File: src/rtl/rom_player.sv
// rom_player: registered lookup ROM with single-word random reads and an
// autonomous playback sequencer that streams the whole table in address
// order over a valid/ready output, one-shot or looping.
//
// Table contents: word[a] = (a + OFFSET) mod 2^DATA_W. The address is
// zero-extended or truncated to DATA_W bits before the add.
//
// Ports:
//   clk        rising-edge clock
//   reset      asynchronous, active-high reset
//   rd_en      random-read request (honoured only in IDLE)
//   rd_adr     random-read address
//   start      begin playback from address 0 (honoured only in IDLE)
//   stop       abort playback
//   loop       1 = wrap to address 0 after the last word, 0 = one-shot
//   out_ready  consumer accepts the current word
//   data       registered ROM word
//   adr_out    address of the word currently on data
//   data_valid data/adr_out hold a word not yet accepted
//   busy       sequencer is playing
//   done       one-cycle pulse after a one-shot playback completes
//
// Output handshake: a word transfers in any cycle where data_valid=1 and
// out_ready=1. While data_valid=1 and out_ready=0, data and adr_out hold
// stable. out_ready is ignored while data_valid=0. The output register is
// "free" (may be reloaded this cycle) when data_valid=0 or the current word
// is being accepted.
module rom_player #(
  parameter int ADDR_W = 3,
  parameter int DATA_W = 4,
  parameter int OFFSET = 1
) (
  input  logic              clk,
  input  logic              reset,
  input  logic              rd_en,
  input  logic [ADDR_W-1:0] rd_adr,
  input  logic              start,
  input  logic              stop,
  input  logic              loop,
  input  logic              out_ready,
  output logic [DATA_W-1:0] data,
  output logic [ADDR_W-1:0] adr_out,
  output logic              data_valid,
  output logic              busy,
  output logic              done
);

  typedef enum logic [1:0] {
    S_IDLE = 2'd0,
    S_PLAY = 2'd1,
    S_DONE = 2'd2
  } state_t;

  localparam logic [ADDR_W-1:0] LAST_ADR = '1;
  localparam logic [ADDR_W-1:0] ONE_ADR  = ADDR_W'(1);

  state_t state;

  // ROM content: computed in 32 bits, then truncated so the sum wraps
  // modulo 2^DATA_W and narrow DATA_W simply drops upper address bits.
  function automatic logic [DATA_W-1:0] word_of(input logic [ADDR_W-1:0] a);
    logic [31:0] sum;
    sum = 32'(a) + 32'(OFFSET);
    return sum[DATA_W-1:0];
  endfunction

  logic              accept;
  logic              reg_free;
  logic [ADDR_W-1:0] next_adr;

  assign accept   = data_valid & out_ready;
  assign reg_free = ~data_valid | out_ready;
  assign next_adr = adr_out + ONE_ADR;

  always_ff @(posedge clk or posedge reset) begin
    if (reset) begin
      state      <= S_IDLE;
      data       <= '0;
      adr_out    <= '0;
      data_valid <= 1'b0;
      busy       <= 1'b0;
      done       <= 1'b0;
    end else begin
      done <= 1'b0;
      case (state)
        S_IDLE: begin
          // start wins over rd_en; both are dropped when the register is
          // occupied by a word the consumer has not taken yet.
          if (start && reg_free) begin
            state      <= S_PLAY;
            busy       <= 1'b1;
            data       <= word_of('0);
            adr_out    <= '0;
            data_valid <= 1'b1;
          end else if (rd_en && reg_free) begin
            data       <= word_of(rd_adr);
            adr_out    <= rd_adr;
            data_valid <= 1'b1;
          end else if (accept) begin
            data_valid <= 1'b0;
          end
        end

        S_PLAY: begin
          // stop discards the pending word and does not raise done.
          if (stop) begin
            state      <= S_IDLE;
            busy       <= 1'b0;
            data_valid <= 1'b0;
          end else if (accept) begin
            if (adr_out != LAST_ADR) begin
              data    <= word_of(next_adr);
              adr_out <= next_adr;
            end else if (loop) begin
              data    <= word_of('0);
              adr_out <= '0;
            end else begin
              state      <= S_DONE;
              data_valid <= 1'b0;
              busy       <= 1'b0;
              done       <= 1'b1;
            end
          end
        end

        S_DONE: begin
          // done was raised on entry; this cycle only returns to IDLE.
          state <= S_IDLE;
        end

        default: begin
          state      <= S_IDLE;
          busy       <= 1'b0;
          data_valid <= 1'b0;
        end
      endcase
    end
  end

endmodule

File: config.mk
export PLATFORM = sky130hd
export DESIGN_NAME = rom_player
export DESIGN_NICKNAME = d
export VERILOG_FILES = /design/src/rtl/rom_player.sv
export SDC_FILE = /design/constraint.sdc
export NUM_CORES = 1
export LEC_CHECK = 0
export CORE_UTILIZATION = 50
export CTS_BUF_LIST = sky130_fd_sc_hd__clkbuf_16
export DETAILED_ROUTE_END_ITERATION = 10
export HOLD_SLACK_MARGIN = 0.1
export PLACE_DENSITY = 0.94
export SETUP_SLACK_MARGIN = 0.3
export SLEW_MARGIN = 20
export SYNTH_ARGS = -nofsm -noshare
export SYNTH_HDL_FRONTEND = slang
export SYNTH_SLANG_ARGS = --single-unit
File: constraint.sdc
create_clock -name clk -period 5.6 [get_ports clk]
set_clock_uncertainty 0.1 [all_clocks]
set_input_delay 1.68 -clock clk [delete_from_list [all_inputs] [get_ports clk]]
set_output_delay 1.68 -clock clk [all_outputs]
set_load 0.005 [all_outputs]
# [After elaboration in Yosys (flattened, before gate mapping)]
# Index checks and enable logic that the tools add are counted.
[op_classes] mux=35 add_sub_neg=3 eq_ne=12 bitwise_logic=4 n_reduce_logical=8
[ops] cell="$mux 4" count=6
[ops] cell="$mux 3" count=6
[ops] cell="$ne 3x3->1 const B" count=6
[ops] cell="$reduce_and 5->1" count=3
[ops] cell="$mux 1" count=13
[ops] cell="$mux 2" count=5
[ops] cell="$add 3x1->4 const B" count=2
[ops] cell="$pmux 4 s2" count=1
[ops] cell="$ne 2x2->1 const B" count=3
[ops] cell="$pmux 1 s3" count=2
[ops] cell="$pmux 3 s2" count=1
[ops] cell="$ne 4x4->1 const B" count=1
[ops] cell="$pmux 2 s2" count=1
[ops] cell="$reduce_and 4->1" count=1
[ops] cell="$add 3x1->3 const B" count=1
[ops] cell="$eq 2x1->1 const B" count=1
[ops] cell="$eq 2x2->1 const B" count=1
[ops] cell="$logic_and 1x1->1" count=2
[ops] cell="$logic_not 2->1" count=1
[ops] cell="$not 1->1" count=2
[ops] cell="$reduce_bool 2->1" count=1
[ops] cell="$and 1x1->1" count=1
[ops] cell="$or 1x1->1" count=1
[word_totals] input_bits=10 register_bits=12 output_inout_bits=10 wordCells=68

# [Longest topological paths before layout]
# Gate-level depths: netlist (run 1).
[logic_depth] word_depth=6 depth_mapped=6

# [Worst setup path after synthesis (run 1)]
# OpenSTA, ideal clock, no wires.
[synth_timing] path_kind="in2reg" startpoint="input out_ready" endpoint="register adr_out[2]" setup_ns=0.125 t_arrival_ns=2.618 cell_stages=4 slack_ns=2.757 cell_sequence="nand2b_4 > o211a_2 > a41oi_4 > mux2_4"
[synth_via] elab_chain_len=4
[synth_lines] element="start: declaration" line_no="40" text="input logic out_ready,"
[synth_lines] element="$or 1x1->1" line_no="72" text="assign reg_free = ~data_valid | out_ready;"
[synth_lines] element="$logic_and 1x1->1, on equally long branches" line_no="89, 95"
[synth_lines] element="$ne 3x3->1 (no line) / $mux 3 (equally long branches)"
[synth_lines] element="$reduce_and 5->1 (no line) / $pmux 3 s2 (equally long branches)"
[synth_lines] element="end signal: assignment" line_no="97" text="adr_out <= rd_adr;"
[synth_lines] element="end signal: assignment" line_no="113" text="adr_out <= next_adr;"
[synth_lines] element="end: declaration" line_no="42" text="output logic [ADDR_W-1:0] adr_out,"
# Parallel ways exist; a longest one is shown, timed or not.
# A chain may end at the register's enable or synchronous reset.

# [Final worst setup path (run 1)]
[layout_timing] startpoint="input out_ready" endpoint="register data[2]"
[layout_via] elab_chain_len=4
[layout_lines] element="$or 1x1->1" line_no="72"
[layout_lines] element="$logic_and 1x1->1, on equally long branches" line_no="89, 95"
[layout_lines] element="$ne 3x3->1 (no line) / $mux 4 (equally long branches)"
[layout_lines] element="$reduce_and 5->1 (no line) / $pmux 4 s2 (equally long branches)"
[layout_lines] element="end signal: assignment" line_no="92" text="data <= word_of('0);"
[layout_lines] element="end signal: assignment" line_no="96" text="data <= word_of(rd_adr);"
[layout_lines] element="end signal: assignment" line_no="112" text="data <= word_of(next_adr);"
[layout_lines] element="end: declaration" line_no="41" text="output logic [DATA_W-1:0] data,"
# Parallel ways exist; a longest one is shown, timed or not.

==> metrics, run 1 <==
Slew Viols, Final 0; Top Ports 20; sequential standard cell area 300 sq um; detailed placement HPWL 1260 microns; share of cells above drive strength 1 13.6%; Synth top cells by count dfrtp_1, inv_1, ha_1, nand2_1; VDD IR-drop max 321 uV; Max transition margin 66.8%; die area 1640 sq um; largest net degree at the start of global routing 13; largest delay contributor family on the critical path compound AO/OA/AOI/OAI gates; Max Clock Freq 305 MHz; clk slew on worst S/H paths 0.04 ns; Num CTS Buffers 3; critical-path cell list clkdlybuf4s50_1 > nand2b_4 > o211a_2 > a41oi_4 > mux2_4; placed cells 100; Setup TNS 0 ns; postcts setup bufs 0; pre-CTS setup slack 2.08 ns; Worst path max stage delay 0.53 ns; Seq/Total Area, Yosys 40.5%; Syn Inst Count 67; startpoint types input port; Worst Setup End Kind flip-flop; via count 596; critical path's slowest cell clkdlybuf4s50_1; Final Cell Area 1020 sq um; multi-input logic area 413 sq um; period utilisation layout 58.5%; antenna violations before repair 0; # nets final 105; antenna-violating nets left 0; Crit path required time 5.62 ns; P_leak 0.486 nW; Synth area leader dfrtp_1; Synth area leaders dfrtp_1, ha_1, mux2_4; Root Buffer clkbuf_16; RePlAce Congestion 0.887; Post-Syn Area 741 sq um; Clock Latency Late Sink 0.24 ns; most frequent cell after synthesis dfrtp_1; kind of critical path in -> reg; vias in the first global route 554; PortBufs 19; Synth cell types 28; Starting Density 55.5%; final wirelength 1870 microns; CTS max path bufs 2; Core Box Area 1330 sq um; routed len/inst 18.2 microns; DRC 0; die extent in y 40.5 microns; Cell Count, Final, Fillers Out 103; area share of the leading cell type in the synthesized netlist 40.5%; Worst EP arrival 3.30 ns; FFs w/ async S/R, synth 100%; die width 40.5 microns; Syn. warnings 0; CTS Sinks 12; crit-path max FO 7; RSZ-0062 raised after global routing no; CTS Hold Buffers Added 0; Post-DP Area 945 sq um; initial drt markers 20; CTS tree built; fillcell total 82; Synth Net Count 82; Inserted Diodes 0; number of synthesized flops with an enable pin 0; syn avg cell area 11.1 sq um; htree depth 1; setup ws final 2.33 ns; row count 13; post-cts resize count 0; Slew @ Worst Pin 0.497 ns; Max-Cap Viols 0; ys flop type dfrtp_1; flops & latches, synth 12; Power Density 537 nW/um^2; total gr overflow 0; run status complete, no violations; final hold vios 0; first-pass GRT wire length 2700 microns; Layout area overhead 37.7%; Min-Delay Path Class reg -> reg; final worst path period need 3.27 ns; drt via density 5.79; setup violators final 0; Worst Path Buf+Inv 1; GRT Total Usage 27.2%; drt pass-1 iters 4
==> layout by cell type, fill, tap and decap left out, types with 2 or more instances in the layout <==
cell type,count
ha_1,5
nor2_1,4
mux2i_1,3
a21o_1,2
nand2b_1,2
nand2_1,5
clkbuf_16,3
nor3_1,3
a21oi_1,3
inv_1,6
mux2_4,4
dfrtp_1,12
xor2_1,2
clkdlybuf4s50_1,19
==> sequential cells by signal (all words and copies together) (netlist names) <==
name and count:
state 2, adr_out 3, done 1, busy 1
data_valid 1, data 4
==> per-stage QoR <==
stage	utilization, %	hold slack [ns]	power, mW
2_1_floorplan	-	0.377	0.311
3_3_place_gp	70.8	0.399	0.399
3_5_place_dp	70.8	0.406	0.411
4_1_cts	76.5	0.415	0.546
5_1_grt	76.5	0.434	0.574
6_report	76.5	0.409	0.547
==> final timing paths <==
path	slack, ns	to	start	cells past startpoint
max	2.33	data[2]	out_ready	5
max reg2reg	3.63	data[2]	adr_out[0]	5
max in group asynchronous	3.40	state[1]	reset	2
min	0.41	data[2]	data[2]	1
min in group asynchronous	1.67	data[0]	reset	2
min reg2reg	0.41	data[2]	data[2]	1
==> final cells by class <==
class / count / area share (%)
multi-input cells: 48 / 40.5
inverters: 6 / 2.21
repair buffers: 19 / 18.7
flip-flops and latches: 12 / 29.4
clock buffers: 3 / 7.36
well taps: 15 / 1.84
==> metal layers <==
metal	part of all wire, %	global-route usage [%]
met1	41	33.9
met2	49	44.8
met3	8.6	8.33
met4	1.5	7.50
met5	0	0
==> worst reg2reg max path: cells and delay by family, from the launching register on <==
family | cells | cell delay, ns
fa+ha+maj | 2 | 0.43
mux | 1 | 0.34
compound gates | 1 | 0.44
flops | 1 | 0.42
simple gates | 1 | 0.14
==> kinds of logic (layout without fill, tap and decap cells) <==
family	after synthesis	count (layout)	share of synthesized area (%)
buf+inv	7	28	3.72
mux	7	7	12.2
xor+xnor	3	3	3.55
compound gates	13	13	15.9
fa+ha+maj	5	5	8.45
simple gates	20	20	15.7
flops	12	12	40.5
==> power breakdown <==
group / total (mW) / internal, mW / switching, mW / leakage, nW
combinational: 0.262 / 0.149 / 0.113 / 0.298
clock: 0.128 / 0.0928 / 0.0353 / 0.0370
sequential: 0.157 / 0.120 / 0.0370 / 0.151
total: 0.547 / 0.362 / 0.185 / 0.486
(Power assumes the default switching activity.)
==> run 2, diff against run 1 <==
--- a/config.mk
+++ b/config.mk
@@ -5,11 +5,11 @@
 export SDC_FILE = /design/constraint.sdc
 export NUM_CORES = 1
 export LEC_CHECK = 0
-export CORE_UTILIZATION = 50
+export CORE_UTILIZATION = 46
 export CTS_BUF_LIST = sky130_fd_sc_hd__clkbuf_16
 export DETAILED_ROUTE_END_ITERATION = 10
 export HOLD_SLACK_MARGIN = 0.1
-export PLACE_DENSITY = 0.94
+export PLACE_DENSITY = 0.89
 export SETUP_SLACK_MARGIN = 0.3
 export SLEW_MARGIN = 20
 export SYNTH_ARGS = -nofsm -noshare
==> constraint.sdc (replaced) <==
create_clock -name clk -period 3.45 [get_ports clk]
set_clock_uncertainty 0.1 [all_clocks]
set_input_delay 1.035 -clock clk [delete_from_list [all_inputs] [get_ports clk]]
set_output_delay 1.035 -clock clk [all_outputs]
set_load 0.005 [all_outputs]
==> metrics, run 2 (synthesis gave the netlist of run 1 again) <==
run status complete, no violations (unchanged); GR Layer Usage met1 28.0% (was 33.9%); CTS Sinks 12 (unchanged); M2 GR Usage 33.8% (was 44.8%); drt pass-1 iters 4 (unchanged); PortBufs 19 (unchanged); DRC 0 (unchanged); R2R cell count 5 (unchanged); RSZ-0062 raised after global routing no (unchanged); Setup TNS 0 ns (unchanged); die extent in y 42.1 microns (was 40.5 microns); Worst Setup End Kind flip-flop (unchanged); Min-Delay Path Class reg -> reg (unchanged); Clock Latency Late Sink 0.24 ns (about the same); largest net degree at the start of global routing 13 (unchanged); multi-input logic area 413 sq um (unchanged); Max-Cap Viols 0 (unchanged); via count 598 (was 596); htree depth 1 (unchanged); final wirelength 1680 microns (was 1870 microns); Cell Count, Final, Fillers Out 105 (was 103); P_leak 0.487 nW (was 0.486 nW); CTS max path bufs 2 (unchanged); kind of critical path in -> reg (unchanged); setup violators final 0 (unchanged); drt via density 5.70 (was 5.79); commonest non-fill, non-tap cell in the layout clkdlybuf4s50_1 (unchanged); Root Buffer clkbuf_16 (unchanged); total gr overflow 0 (unchanged); commonest non-fill, non-tap cells in the layout clkdlybuf4s50_1, dfrtp_1, inv_1 (unchanged); final hold vios 0 (unchanged); met3 usage in global routing 6.90% (was 8.33%); GRT Total Usage 22.4% (was 27.2%); postcts setup bufs 0 (unchanged); VDD IR-drop max 469 uV (was 321 uV); first-pass GRT wire length 2820 microns (was 2700 microns); Inserted Diodes 0 (unchanged); crit-path max FO 7 (unchanged); placed cells 101 (was 100); Max Clock Freq 383 MHz; die width 42.1 microns (was 40.5 microns); sequential standard cell area 300 sq um (unchanged); vias in the first global route 598 (was 554); RePlAce Congestion 0.786 (was 0.887); Slew @ Worst Pin 0.469 ns (was 0.497 ns); # nets final 105 (unchanged); max FFs per register 4 (unchanged); startpoint types input port (unchanged); Starting Density 49.2% (was 55.5%); CTS tree built (unchanged); clk slew on worst S/H paths 0.04 ns (about the same); final worst path period need 2.61 ns; period utilisation layout 75.7%; antenna-violating nets left 0 (unchanged); Worst EP arrival 2.63 ns (was 3.30 ns); Worst Hold Path Cells 1 (unchanged); Max transition margin 68.7% (was 66.8%); Hold Worst Slack 0.409 ns (about the same); antenna violations before repair 0 (unchanged); Biggest register data (unchanged); routed len/inst 16.0 microns (was 18.2 microns); share of cells above drive strength 1 13.5% (was 13.6%); CTS Hold Buffers Added 0 (unchanged); Layout area overhead 38.3% (was 37.7%); detailed placement HPWL 1190 microns (was 1260 microns); Num CTS Buffers 3 (unchanged); total chip power 0.884 mW (was 0.547 mW); die area 1770 sq um (was 1640 sq um); fillcell total 107 (was 82); initial drt markers 18 (was 20); GRT busiest layer met2 (unchanged); post-cts resize count 0 (unchanged); Largest regs data x4, adr_out x3, state x2 (unchanged); row count 14 (was 13); Power Density 863 nW/um^2 (was 537 nW/um^2); Core Box Area 1510 sq um (was 1330 sq um); Slew Viols, Final 0 (unchanged); Crit path required time 3.47 ns (was 5.62 ns); Top Ports 20 (unchanged)
## run 2: metrics by stage
stage / area (sq um) / setup slack [ns] / util, %
floorplan: 741 / 1.25 / -
global placement: 946 / 0.638 / 62.8
detailed placement: 946 / 0.597 / 62.8
CTS: 1020 / 0.846 / 68.0
global route: 1020 / 0.780 / 68.0
finish: 1020 / 0.838 / 68.0
## run 2: worst max-delay path: stages
cell             delay, ns
clkdlybuf4s50_1       0.53
nand2b_4              0.21
o211a_2               0.16
a41oi_4               0.36
mux2_4                0.33
## run 2: path summary, 6_finish.rpt
kind / startpoint / endpoint / slack [ns]
hold / removal: data[2] / data[2] / 0.41
max in group asynchronous: reset / adr_out[2] / 1.92
setup / recovery: out_ready / data[2] / 0.84
min in group asynchronous: reset / busy / 1.01
hold reg to reg: data[2] / data[2] / 0.41
setup reg to reg: adr_out[0] / data[2] / 1.46
## run 2: cell type report
type | instances | share of cell area, %
multi-input combinational | 48 | 40.3
sequential | 12 | 29.3
timing repair buffer | 19 | 18.6
clock buffer | 3 | 7.33
inverter | 6 | 2.20
tap | 16 | 1.95
clock inverter | 1 | 0.366
## run 2: metal layers
metal  routed length, microns  vias to the layer above  share of wire (%)
met5                        0                        -                  0
met4                       44                        0                2.6
met1                      707                      284                 42
met2                      791                       28                 47
li1                         -                      282                  -
met3                      131                        4                7.8
## run 2: power by group
group	total, mW	internal (mW)	switching [mW]
Sequential	0.252	0.195	0.0570
Clock	0.215	0.153	0.0624
Combinational	0.417	0.242	0.175
==> run 3, diff against run 2 <==
--- a/config.mk
+++ b/config.mk
@@ -5,11 +5,11 @@
 export SDC_FILE = /design/constraint.sdc
 export NUM_CORES = 1
 export LEC_CHECK = 0
-export CORE_UTILIZATION = 46
+export CORE_UTILIZATION = 42
 export CTS_BUF_LIST = sky130_fd_sc_hd__clkbuf_16
 export DETAILED_ROUTE_END_ITERATION = 10
 export HOLD_SLACK_MARGIN = 0.1
-export PLACE_DENSITY = 0.89
+export PLACE_DENSITY = 0.86
 export SETUP_SLACK_MARGIN = 0.3
 export SLEW_MARGIN = 20
 export SYNTH_ARGS = -nofsm -noshare
==> constraint.sdc (replaced) <==
create_clock -name clk -period 2.2 [get_ports clk]
set_clock_uncertainty 0.1 [all_clocks]
set_input_delay 0.66 -clock clk [delete_from_list [all_inputs] [get_ports clk]]
set_output_delay 0.66 -clock clk [all_outputs]
set_load 0.005 [all_outputs]
==> metrics, run 3 (synthesis gave the netlist of run 1 again) <==
Layout area overhead 53.7% (was 38.3%); P_leak 0.595 nW (was 0.487 nW); Biggest register data (unchanged); clk slew on worst S/H paths 0.04 ns (about the same); # nets final 115 (was 105); detailed placement HPWL 1310 microns (was 1190 microns); final wirelength 2030 microns (was 1680 microns); first-pass GRT wire length 3440 microns (was 2820 microns); final hold vios 0 (unchanged); multi-input logic area 448 sq um (was 413 sq um); clock power share 22.1% (was 24.3%); RePlAce Congestion 0.849 (was 0.786); Hold Worst Slack 0.411 ns (was 0.409 ns); Num CTS Buffers 3 (unchanged); startpoint types flip-flop (was input port); die extent in y 44.0 microns (was 42.1 microns); Comb power frac 53.5% (was 47.1%); routed len/inst 17.7 microns (was 16.0 microns); Slew @ Worst Pin 0.454 ns (was 0.469 ns); period utilisation layout 85.6%; crit-path max FO 2 (was 7); antenna violations before repair 0 (unchanged); row count 14 (unchanged); sequential standard cell area 302 sq um (was 300 sq um); kind of critical path reg -> out (was in -> reg); CTS Sinks 12 (unchanged); GRT Total Usage 25.1% (was 22.4%); Worst path max stage delay 0.52 ns (was 0.53 ns); RSZ-0062 raised after global routing yes (was no); htree depth 1 (unchanged); CTS tree built (unchanged); VDD IR-drop max 700 uV (was 469 uV); fillcell total 101 (was 107); largest net degree at the start of global routing 13 (unchanged); Worst Setup End Kind primary output (was flip-flop); setup violators final 0 (unchanged); Power Density 1330 nW/um^2 (was 863 nW/um^2); critical path's slowest cell clkdlybuf4s50_1 (unchanged); die area 1940 sq um (was 1770 sq um); Crit path required time 1.44 ns (was 3.47 ns); via count 665 (was 598); Pint 1.01 mW (was 0.590 mW); PortBufs 19 (unchanged); CTS max path bufs 2 (unchanged); Max-Cap Viols 0 (unchanged); share of cells above drive strength 1 25.3% (was 13.5%); Worst EP arrival 1.12 ns (was 2.63 ns); max FFs per register 4 (unchanged); initial drt markers 29 (was 18); total chip power 1.52 mW (was 0.884 mW); die width 44.0 microns (was 42.1 microns); sw frac 33.6% (was 33.3%); Core Box Area 1580 sq um (was 1510 sq um); Max transition margin 69.7% (was 68.7%); sequential group share of total power 24.3% (was 28.5%); Worst Path Buf+Inv 1 (unchanged); DRC 0 (unchanged); Max Clock Freq 531 MHz; commonest non-fill, non-tap cells in the layout dfrtp_1, clkdlybuf4s50_1, buf_4 (was clkdlybuf4s50_1, dfrtp_1, inv_1); Starting Density 47.0% (was 49.2%); vias in the first global route 704 (was 598); drt via density 5.78 (was 5.70); drt pass-1 iters 6 (was 4); total gr overflow 0 (unchanged); Slew Viols, Final 0 (unchanged); Clock Latency Late Sink 0.24 ns (about the same); Switch Pwr 0.510 mW (was 0.294 mW); Min-Delay Path Class reg -> reg (unchanged); antenna-violating nets left 0 (unchanged); run status complete, no violations (unchanged); final core utilization 72.2% (was 68.0%); critical-path cell list clkdlybuf4s50_1 (was clkdlybuf4s50_1 > nand2b_4 > o211a_2 > a41oi_4 > mux2_4); final worst path period need 1.88 ns; Largest regs data x4, adr_out x3, state x2 (unchanged); largest delay contributor family on the critical path buffers and inverters (unchanged); commonest non-fill, non-tap cell in the layout dfrtp_1 (was clkdlybuf4s50_1); Top Ports 20 (unchanged); Inserted Diodes 0 (unchanged); Root Buffer clkbuf_16 (unchanged)
-- run 3: changes by cell type in the layout (fill, tap and decap cells not counted), moves of 3 or more --
cell | previous run | this run
clkdlybuf4s50_1 | 19 | 9
dlymetal6s2s_1 | 0 | 3
buf_4 | 0 | 9
dlygate4sd2_1 | 0 | 7
-- run 3: stage by stage --
step	instance area (sq um)	setup TNS (ns)	cells	worst slack [ns]
2_1_floorplan	741	0	67	0.375
3_3_place_gp	991	-0.107	107	-0.0284
3_5_place_dp	991	-0.486	107	-0.0786
4_1_cts	1120	0	115	0.306
5_1_grt	1140	0	115	0.291
6_report	1140	0	115	0.317
-- run 3: worst paths after layout --
kind / start / depth (start not counted) / end / slack [ns]
worst min-delay path: data[3] / 1 / data[3] / 0.41
worst min register to register: data[3] / 1 / data[3] / 0.41
max in group asynchronous: reset / 2 / data_valid / 1.03
worst max-delay path: data_valid / 1 / data_valid / 0.32
min in group asynchronous: reset / 2 / data[2] / 0.63
worst max register to register: adr_out[0] / 7 / data[3] / 0.36
-- run 3: power groups by stage --
stage	Combinational [mW]	Sequential (mW)	Clock [mW]
2_1_floorplan	0.402	0.391	0
3_3_place_gp	0.656	0.396	0
4_1_cts	0.792	0.369	0.335
6_report	0.812	0.369	0.336
3_5_place_dp	0.676	0.398	0
5_1_grt	0.874	0.378	0.348
-- run 3: repair_timing --
action,in CTS,in global routing
cloned,0,0
endpoints found under the setup margin,12,9
buffers inserted,4,0
gates resized for setup,13,4
pin swaps,3,1
hold buffers,0,0
-- run 3: final cells by class --
cell class / count / area share, %
flip-flops and latches: 12 / 26.5
clock inverters: 1 / 0.330
well taps: 16 / 1.76
clock buffers: 3 / 6.59
multi-input cells: 48 / 39.3
inverters: 6 / 1.98
repair buffers: 29 / 23.5
-- run 3: routing by layer --
metal | GRT usage, % | routed length, microns | vias to the layer above
met5 | 0 | 0 | -
met4 | 17.0 | 91 | 0
met2 | 38.8 | 924 | 38
met3 | 5.00 | 162 | 11
met1 | 31.3 | 854 | 310
li1 | - | - | 306
